## config.mk

```make
export PLATFORM = sky130hd
export DESIGN_NAME = fetch_sequencer
export DESIGN_NICKNAME = d
export VERILOG_FILES = /design/src/rtl/fetch_sequencer.sv
export SDC_FILE = /design/constraint.sdc
export NUM_CORES = 1
export LEC_CHECK = 0
export ABC_AREA = 1
export BUFFER_PORTS_ARGS = -buffer_cell sky130_fd_sc_hd__buf_2
export CAP_MARGIN = 5
export CORE_ASPECT_RATIO = 1.75
export CORE_UTILIZATION = 35
export DETAILED_ROUTE_END_ITERATION = 7
export GPL_TIMING_DRIVEN = 0
export PLACE_DENSITY = 0.59
export SYNTH_ARGS = -nofsm -noshare
export SYNTH_HDL_FRONTEND = slang
export SYNTH_SLANG_ARGS = --single-unit
```

## constraint.sdc

```tcl
create_clock -name clk -period 3.7 [get_ports clk]
set_input_delay 0.185 -clock clk [delete_from_list [all_inputs] [get_ports clk]]
set_output_delay 0.185 -clock clk [all_outputs]
set_load 0.02 [all_outputs]
```

## src/rtl/fetch_sequencer.sv

```systemverilog
// Byte-serial instruction fetch: reads four bytes per instruction from byte-wide memory,
// streams them to the IR with slot codes, owns the PC and handshakes with decode.
module fetch_sequencer #(
  parameter int unsigned                ADDR_WIDTH = 8,
  parameter logic [ADDR_WIDTH-1:0]      RESET_PC   = '0
) (
  input  logic                  clk,
  input  logic                  rst,
  input  logic                  run,
  input  logic                  pc_load,
  input  logic [ADDR_WIDTH-1:0] pc_load_value,
  output logic                  mem_rd_en,
  output logic [ADDR_WIDTH-1:0] mem_addr,
  input  logic                  mem_valid,
  input  logic [7:0]            mem_data,
  output logic [7:0]            instruction,
  output logic [2:0]            ir_write,
  output logic                  instr_valid,
  input  logic                  decode_ready,
  output logic [ADDR_WIDTH-1:0] pc,
  output logic                  busy
);

  typedef enum logic [2:0] {
    StIdle,
    StReq,
    StWait,
    StWrite,
    StDone
  } state_e;

  state_e                  state_q;
  logic [1:0]              byte_idx_q;
  logic [ADDR_WIDTH-1:0]   pc_q;
  logic                    mem_rd_en_q;
  logic [ADDR_WIDTH-1:0]   mem_addr_q;
  logic [7:0]              instruction_q;
  logic [2:0]              ir_write_q;
  logic                    instr_valid_q;
  logic                    busy_q;

  logic [1:0]              byte_idx_d;
  logic [ADDR_WIDTH-1:0]   pc_d;

  assign byte_idx_d = byte_idx_q + 2'd1;
  assign pc_d       = pc_q + ADDR_WIDTH'(4);

  // Outputs are registered alongside the state so they are valid for the whole state cycle.
  always_ff @(posedge clk) begin
    if (rst) begin
      state_q       <= StIdle;
      byte_idx_q    <= 2'd0;
      pc_q          <= RESET_PC;
      mem_rd_en_q   <= 1'b0;
      mem_addr_q    <= '0;
      instruction_q <= 8'd0;
      ir_write_q    <= 3'd0;
      instr_valid_q <= 1'b0;
      busy_q        <= 1'b0;
    end else if (pc_load) begin
      // Redirect drops any partial instruction; a stale memory reply lands outside StWait.
      pc_q          <= pc_load_value;
      byte_idx_q    <= 2'd0;
      ir_write_q    <= 3'd0;
      instr_valid_q <= 1'b0;
      if (run) begin
        state_q     <= StReq;
        mem_rd_en_q <= 1'b1;
        mem_addr_q  <= pc_load_value;
        busy_q      <= 1'b1;
      end else begin
        state_q     <= StIdle;
        mem_rd_en_q <= 1'b0;
        busy_q      <= 1'b0;
      end
    end else begin
      mem_rd_en_q <= 1'b0;
      ir_write_q  <= 3'd0;
      unique case (state_q)
        StIdle: begin
          if (run) begin
            state_q     <= StReq;
            byte_idx_q  <= 2'd0;
            mem_rd_en_q <= 1'b1;
            mem_addr_q  <= pc_q;
            busy_q      <= 1'b1;
          end
        end
        StReq: begin
          state_q <= StWait;
        end
        StWait: begin
          if (mem_valid) begin
            state_q       <= StWrite;
            instruction_q <= mem_data;
            ir_write_q    <= {1'b0, byte_idx_q} + 3'd1;
          end
        end
        StWrite: begin
          if (byte_idx_q != 2'd3) begin
            state_q     <= StReq;
            byte_idx_q  <= byte_idx_d;
            mem_rd_en_q <= 1'b1;
            mem_addr_q  <= pc_q + ADDR_WIDTH'(byte_idx_d);
          end else begin
            state_q       <= StDone;
            instr_valid_q <= 1'b1;
          end
        end
        StDone: begin
          if (decode_ready) begin
            instr_valid_q <= 1'b0;
            pc_q          <= pc_d;
            byte_idx_q    <= 2'd0;
            if (run) begin
              state_q     <= StReq;
              mem_rd_en_q <= 1'b1;
              mem_addr_q  <= pc_d;
            end else begin
              state_q <= StIdle;
              busy_q  <= 1'b0;
            end
          end
        end
        default: begin
          state_q <= StIdle;
          busy_q  <= 1'b0;
        end
      endcase
    end
  end

  assign mem_rd_en   = mem_rd_en_q;
  assign mem_addr    = mem_addr_q;
  assign instruction = instruction_q;
  assign ir_write    = ir_write_q;
  assign instr_valid = instr_valid_q;
  assign pc          = pc_q;
  assign busy        = busy_q;

endmodule

```

# [Yosys cells after proc, flatten, opt, wreduce, memory -nomap -nowiden]
# Cells that the tools add are included.
# W data, S select, Z words.
[totals] out_inout_bits=30 register_bits=35 memories=0 ram_bits=0 latchBits=0 elab_cells=83 rom_bits=0 input_bits=22
[classes] n_reduce_logical=16 addsub=4 div=0 bitwise=3 mux=34 shift=0 magnitude_cmp=0 n_mul=0 eq_ne=17
[op_table] operator="$mux W8" n=9
[op_table] operator="$pmux W8 S3" n=1
[op_table] operator="$ne A3 B3 Y1 const B" n=6
[op_table] operator="$mux W3" n=5
[op_table] operator="$pmux W3 S5" n=1
[op_table] operator="$ne A2 B2 Y1 const B" n=6
[op_table] operator="$mux W1" n=11
[op_table] operator="$reduce_and A3 Y1" n=3
[op_table] operator="$add A8 B2 Y8" n=1
[op_table] operator="$add A8 B3 Y8 const B" n=1
[op_table] operator="$reduce_and A4 Y1" n=2
[op_table] operator="$eq A3 B2 Y1 const B" n=2
[op_table] operator="$mux W2" n=3
[op_table] operator="$pmux W1 S3" n=2
[op_table] operator="$pmux W2 S3" n=1
[op_table] operator="$reduce_and A6 Y1" n=1
[op_table] operator="$reduce_bool A2 Y1" n=3
[op_table] operator="$reduce_bool A4 Y1" n=1
[op_table] operator="$reduce_or A4 Y1" n=1
[op_table] operator="$add A2 B1 Y3 const B" n=1
[op_table] operator="$eq A3 B1 Y1 const B" n=1
[op_table] operator="$eq A3 B3 Y1 const B" n=1
[op_table] operator="$logic_not A3 Y1" n=1
[op_table] operator="$not A1 Y1" n=3
[op_table] operator="7 further kinds" n=7

# [Logic depth before layout (Yosys ltp)]
# Gate-level depths: netlist of the first run.
[depth] ltp_word=5 ltp_mapped=11 ltp_nobuf=10

# [Worst setup path after synthesis of the first run]
# Ideal clock, no wire load.
[synth_path] kind="flip-flop to flip-flop" start="register byte_idx_q[0]" end="register mem_addr_q[2], in the netlist mem_addr[2]" path_stages_with_launch=9 slack_ns=2.085 arrival_time_ns=1.503 path_buffers=0 setup_ns=0.111 path_cell_list="dfxtp_1 -> ha_1 -> fa_1 -> inv_1 -> o21ai_0 -> nand3_1 -> nand3_1 -> nor2_1 -> nor2_1"
[synth_via] elab_chain_len=5 word_cells_on_any_way=8 cone_classes="add/sub (2); eq/ne (2); mux (3); reduce/logical (1)"
[synth_rtl] element="start, declared" line="33" text="logic [1:0] byte_idx_q;"
[synth_rtl] element="start signal, assigned" line="102" text="byte_idx_q <= byte_idx_d;"
[synth_rtl] element="$add A2 B1 Y2" line="45" text="assign byte_idx_d = byte_idx_q + 2'd1;"
[synth_rtl] element="net byte_idx_d[1]" line="42" text="logic [1:0] byte_idx_d;"
[synth_rtl] element="$add A8 B2 Y8" line="104" text="mem_addr_q <= pc_q + ADDR_WIDTH'(byte_idx_d);"
[synth_rtl] element="$mux W8" line="100" text="if (byte_idx_q != 2'd3) begin"
[synth_rtl] element="$pmux W8 S3" line="79" text="unique case (state_q)"
[synth_rtl] element="$mux W8" line="60" text="end else if (pc_load) begin"
[synth_rtl] element="end signal, assigned" line="69" text="mem_addr_q <= pc_load_value;"
[synth_rtl] element="end signal, assigned" line="85" text="mem_addr_q <= pc_q;"
[synth_rtl] element="end signal, assigned" line="104"
[synth_rtl] element="end, declared" line="36" text="logic [ADDR_WIDTH-1:0] mem_addr_q;"
# The timed path passes the listed nets, and every way through them passes these cells. The select of a mux whose other input is x is not followed.
# A chain may end at the register's enable or synchronous reset.

# [Final worst setup path of the first run]
[layout_path] start="register byte_idx_q[0]" end="register mem_addr_q[1], in the netlist mem_addr[1]"
# The elaborated chain is that of the path after synthesis.

==> flow_summary_export.csv, run 1 <==
group,metric,value,unit
clocking,cts_tree,"yes",
global_route,grt_max_degree,13,
timing,hold_viol,0,
placed_design,io_buffers,50,
setup_path,startpoint_type,"flop",
timing,final.setup.tns,0,ps
clocking,clk_pin_slew_worst_paths,80,ps
clocking,clock_latency,290,ps
die,start_util,36.7,%
run_status,status,"finished, final reports clean",
routing,drt_iter0_markers,52,
timing,period_minus_slack,1870,ps
power_and_ir_drop,powerDensity,391,mW/mm²
timing,finalCritPeriodShare,50.5,%
placed_design,dpl.hpwl,4.36,mm
routing,totalWireLength,5.73,mm
final_layout,drive_gt1_share,21.1,%
logic_synthesis,synth_commonest_cells,"nand2_1 (74), nor2_1 (51), dfxtp_1 (35)",
clocking,htree_levels,2,
global_route,antenna_found_initial,0,
power_and_ir_drop,p_leak,1.22,nW
power_and_ir_drop,p_int,661,µW
logic_synthesis,synth_area_per_cell,6.39,µm²
global_route,grt_pass1_wl,9.30,mm
power_and_ir_drop,p_seq_share,43.8,%
clocking,clockBufferDepth,2,
final_layout,finalNetCount,391,
run,drv_cap,0,
clocking,postCtsSetupRepairBufs,0,
power_and_ir_drop,p_switching,285,µW
logic_synthesis,synth_most_common_cell,"nand2_1",
clocking,cts_inserted_buffers,5,
timing,finalSetupViolCount,0,
setup_path,cp.required,3930,ps
routing,via_per_inst,4.81,
power_and_ir_drop,netSwitchingFraction,30.1,%
routing,wl_per_cell,13.0,µm
logic_synthesis,syn_nets,334,
die,rows,35,
clocking,postCtsHoldBufs,0,
logic_synthesis,syn_area,0.00196,mm²
final_layout,area_growth,23.2,%
die,fp.dieH,101,µm
logic_synthesis,synthFlopType,"dfxtp_1",
clocking,cts_root_buffer,"clkbuf_8",
logic_synthesis,seq_area_frac_synth,35.7,%
setup_path,arrival,2100,ps
routing,drc,0,
clocking,cts_resized,0,
power_and_ir_drop,irDropWorstVdd,189,µV
die,core_area,0.00534,mm²
logic_synthesis,synth-seq-cells,35,
setup_path,r2r_slack,1830,ps
timing,finalMaxSlewViolations,0,
timing,relSlewSlack,61.5,%
global_route,grt_use_total,21.1,%
timing,tightestPinTransition,578,ps
die,die_area,0.00592,mm²
setup_path,critPathMaxFanout,4,
die,die_w,58.6,µm
min_path,hp-class,"in -> reg",
clocking,cts_num_sinks,35,
logic_synthesis,syn_inst,307,
logic_synthesis,synth_warnings,0,
logic_synthesis,yosys-top-cells-area,"dfxtp_1 (36%), nand2_1 (14%), nor2_1 (9.8%), nand3_1 (8.2%), inv_1 (6.3%)",
routing,vias,2111,
power_and_ir_drop,share_comb_of_total_power,18.9,%
routing,ant_nets,0,
global_route,grt_overflow,0,
setup_path,crit_type,"reg -> reg",
routing,dr.pass1.iters,4,
placed_design,place_congestion,0.879,
logic_synthesis,synth_top_cell_area_share,35.7,%
timing,clock_skew,3.85,ps
logic_synthesis,synth_top_area_cell,"dfxtp_1",
final_layout,n_fill_cell,614,
final_layout,final_area,0.00242,mm²
setup_path,worstSetupEndpointType,"flop",
logic_synthesis,synth-edff-count,0,
global_route,grt_pass1_vias,1999,
logic_synthesis,yosysUniqueCellTypes,29,
timing,grt_setup_unrepaired,"false",
final_layout,antenna_cells,0,
logic_synthesis,synthArstFlopShare,0,%
power_and_ir_drop,clockPowerShare,37.3,%
placed_design,dpl_cell_area,0.00230,mm²
die,io_pins,52,
timing,max_freq,535,MHz
[worst max-delay path, stage by stage (launching register included)]
cell and delay [ps]:
dfxtp_1 340, ha_1 370, fa_1 520, nor2_1 40
o21ai_0 330, o21ai_1 110, nor2_1 90
[per-stage QoR]
stage | total power [mW] | setup WS, ps | hold WS (ps) | util (%) | instances
global route | 0.994 | 1700 | 153 | 45.2 | 439
global placement | 0.599 | 1870 | 436 | 43.1 | 431
detailed placement | 0.601 | 1850 | 442 | 43.1 | 431
finish | 0.945 | 1830 | 139 | 45.2 | 439
floorplan | 0.542 | 2090 | 261 | - | 307
CTS | 0.952 | 1830 | 139 | 45.2 | 439
[registers in the layout, indices dropped and copies added, names as in the netlist]
signal       count
busy             1
byte_idx_q       2
instr_valid      1
instruction      8
ir_write         3
mem_addr         8
mem_rd_en        1
pc               8
state_q          3
[path summary, 6_finish.rpt]
kind,from,endpoint,depth (start not counted)
worst max-delay path,byte_idx_q[0],mem_addr[1],6
worst min-delay path,mem_data[0],instruction[0],3
worst max register to register,byte_idx_q[0],mem_addr[1],6
worst min register to register,instruction[0],instruction[0],2
[power groups by stage]
| stage | sequential, mW | combinational (mW) | clock, mW |
|---|---|---|---|
| 6_report | 0.414 | 0.179 | 0.353 |
| 5_1_grt | 0.418 | 0.201 | 0.375 |
| 4_1_cts | 0.414 | 0.179 | 0.358 |
| 3_5_place_dp | 0.423 | 0.178 | 0 |
| 3_3_place_gp | 0.422 | 0.177 | 0 |
| 2_1_floorplan | 0.443 | 0.0987 | 0 |
[placed cells by master (no fill, tap or decap), types with 3 or more instances in the layout]
cell type and n:
a21oi_1 16, buf_2 54, clkbuf_1 4, clkbuf_8 5, dfxtp_1 35, ha_1 4, inv_1 33, inv_2 4
nand2_1 74, nand2_2 3, nand3_1 32, nor2_1 51, nor3_1 4, o21ai_0 22
[kinds of logic after synthesis]
| group | Yosys count | synth area share (%) |
|---|---|---|
| fa+ha+maj | 5 | 3.57 |
| simple gates | 172 | 37.7 |
| buf+inv | 48 | 10.2 |
| compound gates | 47 | 12.8 |
| flops | 35 | 35.7 |
[layout make-up]
| class | instances | area, µm² | share of cell area, % |
|---|---|---|---|
| Multi-Input combinational cell | 224 | 1060 | 43.9 |
| Sequential cell | 35 | 701 | 29.0 |
| Timing Repair Buffer | 50 | 250 | 10.4 |
| Inverter | 38 | 143 | 5.90 |
| Tap cell | 74 | 92.6 | 3.83 |
| Clock buffer | 5 | 68.8 | 2.85 |
| Buffer | 10 | 57.6 | 2.38 |
| Clock inverter | 3 | 43.8 | 1.81 |
[metal layers]
metal | up-vias | GRT usage (%) | share of wire [%]
met5 | - | 0 | 0
met4 | 0 | 9.71 | 3.1
met3 | 12 | 3.85 | 3.8
met2 | 53 | 39.7 | 54
met1 | 949 | 21.7 | 39
li1 | 1097 | - | -
Power figures use the tool's default switching activity.
==> run 2: changes to the inputs <==
--- a/config.mk
+++ b/config.mk
@@ -12,7 +12,7 @@
 export CORE_UTILIZATION = 35
 export DETAILED_ROUTE_END_ITERATION = 7
 export GPL_TIMING_DRIVEN = 0
-export PLACE_DENSITY = 0.59
+export PLACE_DENSITY = 0.61
 export SYNTH_ARGS = -nofsm -noshare
 export SYNTH_HDL_FRONTEND = slang
 export SYNTH_SLANG_ARGS = --single-unit
==> constraint.sdc (replaced) <==
create_clock -name clk -period 1.52 [get_ports clk]
set_input_delay 0.076 -clock clk [delete_from_list [all_inputs] [get_ports clk]]
set_output_delay 0.076 -clock clk [all_outputs]
set_load 0.02 [all_outputs]
==> flow_summary_export.csv, run 2 (synthesis results as in run 1) <==
group,metric,value,unit
routing,wl_per_cell,12.2,µm
run_status,status,"complete, but fails checks",
power_and_ir_drop,p_leak,1.26,nW
clocking,clock_latency,290,ps
clocking,htree_levels,2,
setup_path,cp_slowest_cell,"fa_2",
power_and_ir_drop,share_comb_of_total_power,20.6,%
clocking,cts_tree,"yes",
final_layout,mostFrequentLayoutCell,"nand2_1",
setup_path,cp.required,1750,ps
timing,fin_ws,-57.8,ps
timing,final.setup.tns,-153,ps
final_layout,area_growth,31.3,%
routing,drc,0,
power_and_ir_drop,p_seq_share,44.9,%
timing,tightestPinTransition,554,ps
clocking,postCtsHoldBufs,0,
timing,finalCritPeriodShare,104,%
global_route,grt_pass1_vias,1907,
placed_design,place_congestion,0.911,
power_and_ir_drop,p_int,1.55,mW
timing,finalMaxSlewViolations,0,
die,die_w,58.6,µm
timing,grt_setup_unrepaired,"true",
routing,dr.pass1.iters,4,
die,rows,35,
power_and_ir_drop,netSwitchingFraction,30.9,%
clocking,cts_root_buffer,"clkbuf_8",
power_and_ir_drop,p_switching,694,µW
power_and_ir_drop,clockPowerShare,34.6,%
routing,drt_iter0_markers,60,
run_status,violations,"setup timing",
die,fp.dieH,101,µm
placed_design,io_buffers,50,
timing,max_freq,634,MHz
setup_path,startpoint_type,"flop",
setup_path,worstSetupEndpointType,"flop",
routing,totalWireLength,5.41,mm
power_and_ir_drop,irDropWorstVdd,403,µV
clocking,cts_inserted_buffers,5,
global_route,grt_overflow,0,
routing,ant_nets,0,
placed_design,dpl.hpwl,4.13,mm
final_layout,finalNetCount,396,
run,drv_cap,0,
clocking,clk_pin_slew_worst_paths,70,ps
global_route,grt_pass1_wl,8.78,mm
die,die_area,0.00592,mm²
clocking,clockBufferDepth,2,
setup_path,max_stage_delay,530,ps
setup_path,arrival,1800,ps
final_layout,n_fill_cell,588,
timing,relSlewSlack,63.1,%
die,core_area,0.00534,mm²
setup_path,critPathMaxFanout,3,
timing,finalSetupViolCount,3,
final_layout,antenna_cells,0,
global_route,grt_use_total,19.8,%
timing,period_minus_slack,1580,ps
min_path,hp-class,"in -> reg",
routing,via_per_inst,4.74,
setup_path,path_cells,"ha_4 -> fa_2 -> nor2_1 -> o21ai_1 -> o21ai_1 -> nor2_1",
global_route,grt_max_degree,12,
timing,clock_skew,8.25,ps
power_and_ir_drop,power.total,2.25,mW
setup_path,crit_type,"reg -> reg",
die,start_util,36.7,%
routing,vias,2104,
power_and_ir_drop,powerDensity,873,mW/mm²
timing,hold_viol,0,
clocking,cts_num_sinks,35,
die,io_pins,52,
final_layout,final_cell_mix,"nand2_1 (69), buf_2 (54), nor2_1 (47), inv_1 (30)",
final_layout,drive_gt1_share,30.3,%
global_route,antenna_found_initial,0,
[run 2: cell types whose count changed in the layout (fill, tap and decap cells not counted), moves of 4 or more]
cell and delta:
dfxtp_1 -8, o21ai_0 -6, nand3_1 -5, buf_4 +5, o21ai_1 +6, nand2_1 -5
nor2_1 -4, dfxtp_2 +5, nand3_2 +5
[run 2: worst max-delay path, delay by kind of cell (launching register included)]
family | cells | cell delay [ps]
fa+ha+maj | 2 | 770
flops | 1 | 360
compound gates | 2 | 250
simple gates | 2 | 130
[run 2: per-layer routing]
metal	vias up	track usage, %	wire [µm]
met4	0	11.0	160
met1	921	21.5	2250
met2	60	34.9	2760
li1	1110	-	-
met5	-	0	0
met3	13	3.98	238
[run 2: final timing paths]
path,cells past startpoint,end,slack [ps],start
hold / removal,3,instruction[0],30,mem_data[0]
setup / recovery,6,mem_addr[1],-60,byte_idx_q[0]
hold reg to reg,2,instr_valid,470,instr_valid
setup reg to reg,6,mem_addr[1],-60,byte_idx_q[0]
[run 2: area by class of cell]
type | instances | area [µm²] | area share, %
inverter | 38 | 143 | 5.54
tap | 74 | 92.6 | 3.60
clock inverter | 1 | 7.51 | 0.292
sequential | 35 | 718 | 27.9
buffer | 10 | 57.6 | 2.24
timing repair buffer | 55 | 288 | 11.2
multi-input combinational | 224 | 1170 | 45.5
clock buffer | 7 | 96.3 | 3.74
[run 2: power groups by stage]
stage	clock network, mW	logic [mW]	registers, mW
global route	0.853	0.520	1.02
CTS	0.798	0.450	1.01
finish	0.776	0.462	1.01
detailed placement	0	0.430	1.03
floorplan	0	0.242	1.08
global placement	0	0.428	1.03
[run 2: metrics by stage]
step	hold slack [ps]	setup slack (ps)	util [%]	cell area [µm²]	std cells
2_1_floorplan	152	0.128	-	1980	307
5_1_grt	40.1	-158	48.2	2570	444
3_5_place_dp	333	-147	43.4	2320	431
3_3_place_gp	326	-150	43.4	2320	431
6_report	32.4	-57.8	48.2	2570	444
4_1_cts	26.9	-44.1	47.0	2510	444
[run 2: what timing repair did]
item                                   CTS  global route
setup buffers                            5             0
endpoints found under the hold margin    0             0
cloned                                   0             0
pin swaps                               10            11
setup endpoints to repair               14            19
gates resized for setup                 17            23
==> run 3: changes to the inputs <==
--- a/config.mk
+++ b/config.mk
@@ -13,6 +13,7 @@
 export DETAILED_ROUTE_END_ITERATION = 7
 export GPL_TIMING_DRIVEN = 0
 export PLACE_DENSITY = 0.61
+export RECOVER_POWER = 50
 export SYNTH_ARGS = -nofsm -noshare
 export SYNTH_HDL_FRONTEND = slang
 export SYNTH_SLANG_ARGS = --single-unit
==> flow_summary_export.csv, run 3 (synthesis results as in run 1) <==
group,metric,value,unit
run_status,status,"complete, but fails checks",
run_status,violations,"setup timing",
power_and_ir_drop,power.total,2.24,mW
power_and_ir_drop,p_leak,1.16,nW
timing,hold_viol,0,
die,die_area,0.00592,mm²
global_route,antenna_found_initial,0,
clocking,cts_num_sinks,35,
die,rows,35,
final_layout,final_cell_mix,"nand2_1 (69), nor2_1 (47), inv_1 (30), buf_2 (29), clkbuf_1 (29)",
placed_design,dpl_cell_area,0.00232,mm²
timing,finalSetupViolCount,3,
timing,final.setup.tns,-151,ps
placed_design,place_congestion,0.911,
timing,whs,32.3,ps
routing,ant_nets,0,
timing,relSlewSlack,63.1,%
timing,finalCritPeriodShare,104,%
run,drv_cap,0,
setup_path,arrival,1800,ps
clocking,htree_levels,2,
clocking,postCtsHoldBufs,0,
setup_path,critPathMaxFanout,3,
clocking,cts_inserted_buffers,5,
routing,drc,0,
timing,tightestPinTransition,554,ps
timing,max_freq,634,MHz
timing,period_minus_slack,1580,ps
min_path,hp-class,"in -> reg",
timing,grt_setup_unrepaired,"true",
routing,drt_iter0_markers,66,
clocking,clock_latency,290,ps
power_and_ir_drop,irDropWorstVdd,402,µV
die,core_area,0.00534,mm²
setup_path,max_stage_delay,530,ps
global_route,grt_pass1_wl,8.78,mm
setup_path,path_cells,"ha_4 -> fa_2 -> nor2_1 -> o21ai_1 -> o21ai_1 -> nor2_1",
setup_path,startpoint_type,"flop",
final_layout,finalNetCount,396,
routing,dr.pass1.iters,4,
setup_path,cp.required,1750,ps
placed_design,dp_slack,-147,ps
clocking,cts_tree,"yes",
clocking,cts_root_buffer,"clkbuf_8",
timing,clock_skew,8.28,ps
routing,vias,2101,
final_layout,mostFrequentLayoutCell,"nand2_1",
die,io_pins,52,
die,fp.dieH,101,µm
timing,fin_ws,-57.5,ps
die,start_util,36.7,%
final_layout,final_area,0.00254,mm²
routing,totalWireLength,5.44,mm
die,die_w,58.6,µm
setup_path,worstSetupEndpointType,"flop",
placed_design,dpl.hpwl,4.13,mm
global_route,grt_pass1_vias,1907,
routing,wl_per_cell,12.3,µm
setup_path,path_buf_inv,0,
setup_path,crit_type,"reg -> reg",
final_layout,drive_gt1_share,23.5,%
power_and_ir_drop,powerDensity,881,mW/mm²
placed_design,io_buffers,50,
global_route,grt_use_total,19.8,%
final_layout,final_core_util,47.6,%
final_layout,antenna_cells,0,
global_route,grt_overflow,0,
clocking,clk_pin_slew_worst_paths,70,ps
placed_design,dp_cells,431,
setup_path,cp_slowest_cell,"fa_2",
global_route,grt_max_degree,12,
routing,via_per_inst,4.73,
final_layout,area_growth,29.7,%
timing,finalMaxSlewViolations,0,
clocking,clockBufferDepth,2,
setup_path,cp_top_family,"adder cells",
final_layout,instances_no_fill,444,
run 3: tightest hold or removal path: cells and delay by family:
family | cells | cell delay (ps)
buffers and inverters | 1 | 70
AND/OR/NAND/NOR | 1 | 70
AO/OA/AOI/OAI | 1 | 70
run 3: final timing paths:
kind / startpoint / end / slack (ps) / cells after the start
worst max register to register: byte_idx_q[0] / mem_addr[1] / -60 / 6
worst max-delay path: byte_idx_q[0] / mem_addr[1] / -60 / 6
worst min-delay path: mem_data[0] / instruction[0] / 30 / 3
worst min register to register: instr_valid / instr_valid / 480 / 2
run 3: final cells by class:
| type | instances | area [µm²] |
|---|---|---|
| Timing Repair Buffer | 55 | 256 |
| Tap cell | 74 | 92.6 |
| Clock buffer | 7 | 96.3 |
| Buffer | 10 | 57.6 |
| Inverter | 38 | 143 |
| Sequential cell | 35 | 718 |
| Multi-Input combinational cell | 224 | 1170 |
| Fill cell | 602 | 2800 |
| Clock inverter | 1 | 7.51 |
run 3: report_power, final:
part	total [mW]	switching, mW	internal (mW)
combinational	0.453	0.289	0.164
sequential	1.01	0.0431	0.966
clock	0.777	0.364	0.413
total	2.24	0.696	1.54
run 3: repair_timing:
action                                  CTS  global route
gates resized for setup                  17            23
pin swaps                                10            11
endpoints found under the setup margin   14            19
cloned                                    0             0
setup buffers                             5             0
run 3: metal layers:
metal | wire length [µm] | vias to the layer above | global-route usage (%)
li1 | - | 1110 | -
met1 | 2280 | 918 | 21.5
met3 | 249 | 13 | 3.98
met5 | 0 | - | 0
met4 | 160 | 0 | 11.0
met2 | 2760 | 60 | 34.9
